### src/rtl/ahb3lite_mem_slave_gen2.sv
// AHB-Lite slave in front of a single-port word memory.
// Accepts INCR/INCRx/WRAPx bursts, checks beat addresses, inserts wait states and
// answers illegal transfers with a two-cycle ERROR response.

package ahb3lite_pkg;
  typedef enum logic [1:0] {IDLE = 2'b00, BUSY = 2'b01, NONSEQ = 2'b10, SEQ = 2'b11} HTRANS_state;
  typedef enum logic [2:0] {
    SINGLE, INCR, WRAP4, INCR4, WRAP8, INCR8, WRAP16, INCR16
  } HBURST_Type;
  typedef enum logic {OKAY = 1'b0, ERROR = 1'b1} HRESP_state;
endpackage

module ahb3lite_mem_slave_gen2
  import ahb3lite_pkg::*;
#(
  parameter int unsigned DATA_WIDTH  = 32,
  parameter int unsigned ADDR_WIDTH  = 32,
  parameter int unsigned MEM_BYTES   = 4096,
  parameter int unsigned WAIT_STATES = 0
) (
  input  logic                                          HCLK,
  input  logic                                          HRESET,
  input  logic                                          HSEL,
  input  logic [ADDR_WIDTH-1:0]                         HADDR,
  input  logic                                          HWRITE,
  input  logic [2:0]                                    HSIZE,
  input  HBURST_Type                                    HBURST,
  input  HTRANS_state                                   HTRANS,
  input  logic [DATA_WIDTH-1:0]                         HWDATA,
  input  logic                                          HREADY,
  output logic                                          HREADYOUT,
  output HRESP_state                                    HRESP,
  output logic [DATA_WIDTH-1:0]                         HRDATA,
  output logic [ADDR_WIDTH-$clog2(DATA_WIDTH/8)-1:0]    mem_addr,
  output logic                                          mem_we,
  output logic [DATA_WIDTH/8-1:0]                       mem_be,
  output logic [DATA_WIDTH-1:0]                         mem_wdata,
  output logic                                          mem_re,
  input  logic [DATA_WIDTH-1:0]                         mem_rdata,
  output logic [4:0]                                    burst_beat
);

  localparam int unsigned STRB   = DATA_WIDTH / 8;
  localparam int unsigned OFF_W  = $clog2(STRB);
  localparam int unsigned MEM_AW = $clog2(MEM_BYTES);

  typedef enum logic [2:0] {StIdle, StWait, StData, StErr1, StErr2} state_t;

  state_t                state_q;
  logic [ADDR_WIDTH-1:0] addr_q;
  logic                  write_q;
  logic [2:0]            size_q;
  HBURST_Type            burst_q;
  logic                  burst_act_q;
  logic [3:0]            wait_cnt_q;

  logic                  can_accept, accept, idle_seen;
  logic                  addr_bad, size_bad, align_bad, seq_bad, check_fail;
  logic [ADDR_WIDTH-1:0] inc, nxt_lin, wrap_mask, exp_addr, align_mask;
  logic [STRB-1:0]       be_new;
  int unsigned           be_off, be_len;

  // Address-phase qualification: only states driving HREADYOUT=1 can take a new transfer.
  always_comb begin
    can_accept = (state_q == StIdle) || (state_q == StData) || (state_q == StErr2);
    accept     = can_accept && HSEL && HREADY && ((HTRANS == NONSEQ) || (HTRANS == SEQ));
    idle_seen  = can_accept && HSEL && HREADY && (HTRANS == IDLE);
  end

  // Next beat address of the active burst; non-wrapping bursts use an all-ones mask.
  always_comb begin
    inc     = ADDR_WIDTH'(1) << size_q;
    nxt_lin = addr_q + inc;
    case (burst_q)
      WRAP4:   wrap_mask = (ADDR_WIDTH'(4) << size_q) - ADDR_WIDTH'(1);
      WRAP8:   wrap_mask = (ADDR_WIDTH'(8) << size_q) - ADDR_WIDTH'(1);
      WRAP16:  wrap_mask = (ADDR_WIDTH'(16) << size_q) - ADDR_WIDTH'(1);
      default: wrap_mask = '1;
    endcase
    exp_addr = (addr_q & ~wrap_mask) | (nxt_lin & wrap_mask);
  end

  // Legality checks on the incoming address phase.
  always_comb begin
    addr_bad   = |(HADDR >> MEM_AW);
    size_bad   = HSIZE > 3'(OFF_W);
    align_mask = (ADDR_WIDTH'(1) << HSIZE) - ADDR_WIDTH'(1);
    align_bad  = |(HADDR & align_mask);
    seq_bad    = (HTRANS == SEQ) && (!burst_act_q || (HADDR != exp_addr));
    check_fail = addr_bad | size_bad | align_bad | seq_bad;
  end

  // Byte lanes covered by the incoming transfer.
  always_comb begin
    be_off = 32'(HADDR[OFF_W-1:0]);
    be_len = 32'(1) << HSIZE;
    be_new = '0;
    for (int unsigned i = 0; i < STRB; i++) begin
      be_new[i] = (i >= be_off) && (i < be_off + be_len);
    end
  end

  // Transfer FSM with registered bus and memory-strobe outputs.
  always_ff @(posedge HCLK) begin
    if (HRESET) begin
      state_q     <= StIdle;
      HREADYOUT   <= 1'b1;
      HRESP       <= OKAY;
      mem_we      <= 1'b0;
      mem_re      <= 1'b0;
      mem_addr    <= '0;
      mem_be      <= '0;
      burst_beat  <= '0;
      addr_q      <= '0;
      write_q     <= 1'b0;
      size_q      <= '0;
      burst_q     <= SINGLE;
      burst_act_q <= 1'b0;
      wait_cnt_q  <= '0;
    end else begin
      mem_we <= 1'b0;
      mem_re <= 1'b0;
      case (state_q)
        StWait: begin
          if (wait_cnt_q == 4'd0) begin
            state_q   <= StData;
            HREADYOUT <= 1'b1;
            mem_we    <= write_q;
            mem_re    <= !write_q;
          end else begin
            wait_cnt_q <= wait_cnt_q - 4'd1;
          end
        end
        StErr1: begin
          state_q   <= StErr2;
          HREADYOUT <= 1'b1;
          HRESP     <= ERROR;
        end
        default: begin
          if (accept) begin
            addr_q   <= HADDR;
            write_q  <= HWRITE;
            size_q   <= HSIZE;
            burst_q  <= HBURST;
            mem_addr <= HADDR[ADDR_WIDTH-1:OFF_W];
            if (check_fail) begin
              state_q     <= StErr1;
              HREADYOUT   <= 1'b0;
              HRESP       <= ERROR;
              burst_act_q <= 1'b0;
            end else begin
              HRESP       <= OKAY;
              mem_be      <= HWRITE ? be_new : '0;
              burst_beat  <= (HTRANS == SEQ) ? burst_beat + 5'd1 : 5'd0;
              // A SINGLE transfer cannot be followed by SEQ.
              burst_act_q <= (HTRANS == SEQ) || (HBURST != SINGLE);
              if (WAIT_STATES > 0) begin
                state_q    <= StWait;
                HREADYOUT  <= 1'b0;
                wait_cnt_q <= 4'(WAIT_STATES - 1);
              end else begin
                state_q   <= StData;
                HREADYOUT <= 1'b1;
                mem_we    <= HWRITE;
                mem_re    <= !HWRITE;
              end
            end
          end else begin
            // IDLE/BUSY or no selection: zero-wait OKAY, burst_beat held.
            state_q   <= StIdle;
            HREADYOUT <= 1'b1;
            HRESP     <= OKAY;
            if (idle_seen) burst_act_q <= 1'b0;
          end
        end
      endcase
    end
  end

  assign mem_wdata = HWDATA;
  assign HRDATA    = mem_re ? mem_rdata : '0;

endmodule

### config.mk
export PLATFORM = sky130hd
export DESIGN_NAME = ahb3lite_mem_slave_gen2
export DESIGN_NICKNAME = d
export VERILOG_FILES = /design/src/rtl/ahb3lite_mem_slave_gen2.sv
export SDC_FILE = /design/constraint.sdc
export NUM_CORES = 1
export LEC_CHECK = 0
export BUFFER_PORTS_ARGS = -buffer_cell sky130_fd_sc_hd__buf_2
export CORE_MARGIN = 1.5
export CORE_UTILIZATION = 54
export DETAILED_ROUTE_END_ITERATION = 8
export GPL_TIMING_DRIVEN = 0
export PLACE_DENSITY = 0.88
export SYNTH_ARGS = -nofsm -noshare
export SYNTH_HDL_FRONTEND = slang
export SYNTH_SLANG_ARGS = --single-unit
### constraint.sdc
create_clock -name HCLK -period 6.3 [get_ports HCLK]
set_input_delay 0.945 -clock HCLK [delete_from_list [all_inputs] [get_ports HCLK]]
set_output_delay 0.945 -clock HCLK [all_outputs]
set_load 0.05 [all_outputs]
==> results.txt <==
----------------------------------------------------
[Outcome]
  Result of the run ... complete, no violations

[Layout]
  Share of cells above drive strength 1 ... 31.8%
  Layout filler cell count ... 878
  Post-route design area ... 6740 sq um
  Final standard cell count with taps included and fillers excluded ... 1064
  Synth-to-layout area growth ... 22.9%
  Post-layout net count ... 1053
  Post-route core utilization ... 68.6%
  Antenna diode count ... 0

[Power and ir drop]
  Leakage ... 3.03 nW
  Power per cell area ... 153 nW/um^2
  Worst voltage drop across the vdd grid ... 0.113 mV
  Final total power ... 1.03 mW

[Yosys]
  Compound-Gate Fraction of Synth Area ... 21.1%
  Synth area leaders ... sky130_fd_sc_hd__dfxtp_1 (22%), sky130_fd_sc_hd__buf_4 (9.0%), sky130_fd_sc_hd__nand2_1 (8.6%), sky130_fd_sc_hd__a21oi_1 (5.5%), sky130_fd_sc_hd__and2_1 (4.2%)
  Post-synthesis instance total ... 733
  Number of flip-flops and latches in the synthesized netlist ... 60
  Dominant combinational cell family by area after synthesis ... simple AND/OR/NAND/NOR gates
  Top cell type's share of synthesized area ... 21.9%
  Mux cell area share after synthesis ... 2.97%
  Syn Area/Cell ... 7.47 sq um
  Synth Area in XOR/XNOR ... 7.03%
  Number of warnings issued by yosys ... 0
  Synth area leader ... sky130_fd_sc_hd__dfxtp_1
  Basic-gate share of the synthesized area counting and, or, nand and nor cells ... 27.8%
  Most used DFF post-synth ... sky130_fd_sc_hd__dfxtp_1
  Proportion of synthesized chip area in sequential cells ... 21.9%
  Summed instance area of the synthesized netlist ... 5480 sq um
  Number of different library cells in the post-synthesis netlist ... 81
  FFs w/ async S/R, synth ... 0%
  Adder and majority cell fraction of the synthesized area ... 4.38%
  Synthesized netlist net count ... 860
  Number of synthesized flops with an enable pin ... 0

[GRT]
  Remaining global-route overflow ... 0
  Initial antenna violation count ... 0
  Largest net degree at the start of global routing ... 14
  Global-route total usage across every layer ... 30.6%
  Wire length of the first global-routing pass ... 26800 um
  Number of global-route vias before repair ... 5424

[Critical path]
  Signal arrival time at the worst endpoint ... 5.74 ns
  R2r worst-path depth ... 18
  Critical path required time ... 6.58 ns
  Worst reg-to-reg setup slack ... 0.84 ns
  Critical path startpoint category ... flip-flop
  Crit. End Element ... flip-flop
  Worst-path maximum fanout ... 10
  CP Class ... flip-flop to flip-flop

[Floorplan]
  Core Area ... 9820 sq um
  Die width ... 104 um
  Height of the die ... 104 um
  Initial Util ... 55.8%
  Number of top-level design ports ... 216
  Site Rows ... 36
  Die Outline Area ... 10800 sq um

[CTS]
  Maximum level of the CTS H-tree ... 3
  Clock tree sinks ... 60
  Cell chosen for the clock root ... sky130_fd_sc_hd__clkbuf_8
  Clock insertion delay at the later pin of the skew report ... 0.36 ns
  Post-CTS Setup Repair Bufs ... 0
  Number of buffers added by the clock tree synthesis step ... 9
  Hold buffer count at cts ... 0
  Clock tree from TritonCTS ... yes
  Post-CTS clock slew at the launch and capture registers of the worst setup and hold paths ... 0.08 ns
  Maximum clock insertion buffer count ... 2
  # resized after CTS ... 0

[Timing]
  Final setup violation count ... 0
  Final worst-path setup slack ... 0.841 ns
  Setup TNS ... 0 ns
  Fin. max-slew vios ... 0
  Fin Clk Skew ... 0.0133 ns
  Top achievable clock speed ... 183 MHz
  Worst Tran Pin Value ... 0.927 ns
  Unrepaired setup endpoints after global routing ... false
  Share of the cycle needed by the critical path after routing ... 86.6%
  Hold Fails Final Rpt ... 0
  Tmin final ... 5.46 ns
  Final-layout worst hold slack ... 0.463 ns
  Worst rel slew slack ... 37.8%

[Detailed routing]
  Detailed-routing iteration count for the pre-antenna-repair pass ... 5
  Post-route DRC violation count ... 0
  Remaining number of nets flagged by the antenna check after routing ... 0
  Final Routed Wirelength ... 17000 um
  Count of routing violations after the opening detailed-route iteration ... 584
  Vias/cell ... 5.80
  Count of vias placed by the detailed router ... 6176
  Mean routed wirelength per cell ... 16.0 um

[Min path]
  Class of the worst hold path ... flip-flop to flip-flop
  Worst hold path cell count ... 2

[Placement]
  Worst setup timing slack at the placement stage ... 1.10 ns
  Number of buffers added on ports ... 182
  Routability congestion estimate ... 0.995
  Post-Place Cell Area ... 6560 sq um
  Placed cell count ... 1048
  Estimated wirelength of the detail-placed design ... 13300 um

[Run]
  Max-cap violation count ... 0

----------------------------------------------------
placed cells by master, fill, tap and decap left out, types with 5 or more instances in the layout:
cell and n:
sky130_fd_sc_hd__nor3_1 20, sky130_fd_sc_hd__a311oi_1 5, sky130_fd_sc_hd__nor4_1 11, sky130_fd_sc_hd__and2_1 37, sky130_fd_sc_hd__nand2b_1 9, sky130_fd_sc_hd__buf_2 186, sky130_fd_sc_hd__inv_1 29, sky130_fd_sc_hd__mux2i_1 14
sky130_fd_sc_hd__nand2_1 125, sky130_fd_sc_hd__a21o_1 7, sky130_fd_sc_hd__xnor2_1 26, sky130_fd_sc_hd__nand4_1 7, sky130_fd_sc_hd__nor2_1 34, sky130_fd_sc_hd__a21oi_1 60, sky130_fd_sc_hd__xor2_1 18, sky130_fd_sc_hd__o21ai_0 17
sky130_fd_sc_hd__dfxtp_1 60, sky130_fd_sc_hd__nor3b_1 6, sky130_fd_sc_hd__a31oi_1 5, sky130_fd_sc_hd__clkbuf_8 9, sky130_fd_sc_hd__or3_1 5, sky130_fd_sc_hd__a211oi_1 13, sky130_fd_sc_hd__o211ai_1 6, sky130_fd_sc_hd__nand3_1 12
sky130_fd_sc_hd__ha_1 16, sky130_fd_sc_hd__buf_6 9, sky130_fd_sc_hd__buf_4 66, sky130_fd_sc_hd__and3_1 6, sky130_fd_sc_hd__clkbuf_1 18
flip-flops by register name, summed over array words and instances (netlist names):
signal and count:
burst_act_q 1, write_q 1, burst_q 3, mem_addr 30, state_q 3, size_q 3
burst_beat 5, addr_q 2, HREADYOUT 1, HRESP 1, wait_cnt_q 4, mem_we 1
mem_re 1, mem_be 4
cell type report:
cell class                 count  area, sq um  share of cell area [%]
clock buffer                   9          124                    1.84
clock inverter                 7         55.1                   0.817
tap                          133          166                    2.47
buffer                       100          701                    10.4
inverter                      29          109                    1.62
multi-input combinational    544         3470                    51.5
sequential                    60         1200                    17.8
timing repair buffer         182          911                    13.5
cell usage after synthesis (7+ instances only):
master / instances
sky130_fd_sc_hd__nand4_1: 7
sky130_fd_sc_hd__nand2b_1: 9
sky130_fd_sc_hd__a21oi_1: 60
sky130_fd_sc_hd__a21o_1: 7
sky130_fd_sc_hd__buf_6: 9
sky130_fd_sc_hd__and2_1: 37
sky130_fd_sc_hd__dfxtp_1: 60
sky130_fd_sc_hd__inv_1: 29
sky130_fd_sc_hd__clkbuf_1: 18
sky130_fd_sc_hd__xnor2_1: 26
sky130_fd_sc_hd__o21ai_0: 17
sky130_fd_sc_hd__nand2_1: 125
sky130_fd_sc_hd__mux2i_1: 14
sky130_fd_sc_hd__nor4_1: 11
sky130_fd_sc_hd__ha_1: 16
sky130_fd_sc_hd__nand3_1: 12
sky130_fd_sc_hd__nor2_1: 34
sky130_fd_sc_hd__a211oi_1: 13
sky130_fd_sc_hd__buf_4: 66
sky130_fd_sc_hd__xor2_1: 18
sky130_fd_sc_hd__nor3_1: 20
power by group:
part	switching [mW]	internal [mW]	leakage, nW	total, mW
sequential	0.0122	0.388	0.486	0.400
combinational	0.190	0.103	2.45	0.293
clock	0.190	0.147	0.0870	0.338
total	0.392	0.639	3.03	1.03
layer usage:
metal	vias to the layer above	global-route usage [%]	routed length [um]
met3	44	6.67	1820
met4	0	8.04	361
met1	2841	42.5	7290
met2	386	48.1	7570
met5	-	0	0
li1	2905	-	-
cells by family after synthesis:
family,count (synthesis)
AND/OR/NAND/NOR,300
AO/OA/AOI/OAI,166
buffers and inverters,129
flip-flops,60
XOR/XNOR,44
adder cells (fa/ha/maj),18
multiplexers,16
worst paths after layout:
check	endpoint	start
hold / removal	mem_be[3]	mem_be[3]
setup reg to reg	mem_be[2]	size_q[0]
hold reg to reg	mem_be[3]	mem_be[3]
setup / recovery	mem_be[2]	size_q[0]
worst max-delay path: stages, from the launching register on:
cell                        delay (ns)
sky130_fd_sc_hd__dfxtp_1          0.34
sky130_fd_sc_hd__buf_6            0.15
sky130_fd_sc_hd__buf_6            0.14
sky130_fd_sc_hd__clkbuf_1         0.25
sky130_fd_sc_hd__nor3_1           0.49
sky130_fd_sc_hd__ha_1             0.29
sky130_fd_sc_hd__inv_1            0.06
sky130_fd_sc_hd__fa_1             0.40
sky130_fd_sc_hd__nand2b_1         0.18
sky130_fd_sc_hd__a21oi_1          0.38
sky130_fd_sc_hd__o21ai_1          0.42
sky130_fd_sc_hd__nor4_1           0.42
sky130_fd_sc_hd__xnor2_1          0.22
sky130_fd_sc_hd__o211ai_1         0.22
sky130_fd_sc_hd__a2111oi_4        0.60
sky130_fd_sc_hd__a41o_2           0.36
sky130_fd_sc_hd__and2_1           0.16
sky130_fd_sc_hd__buf_6            0.12
sky130_fd_sc_hd__mux2i_1          0.20
(Power assumes the default switching activity.)
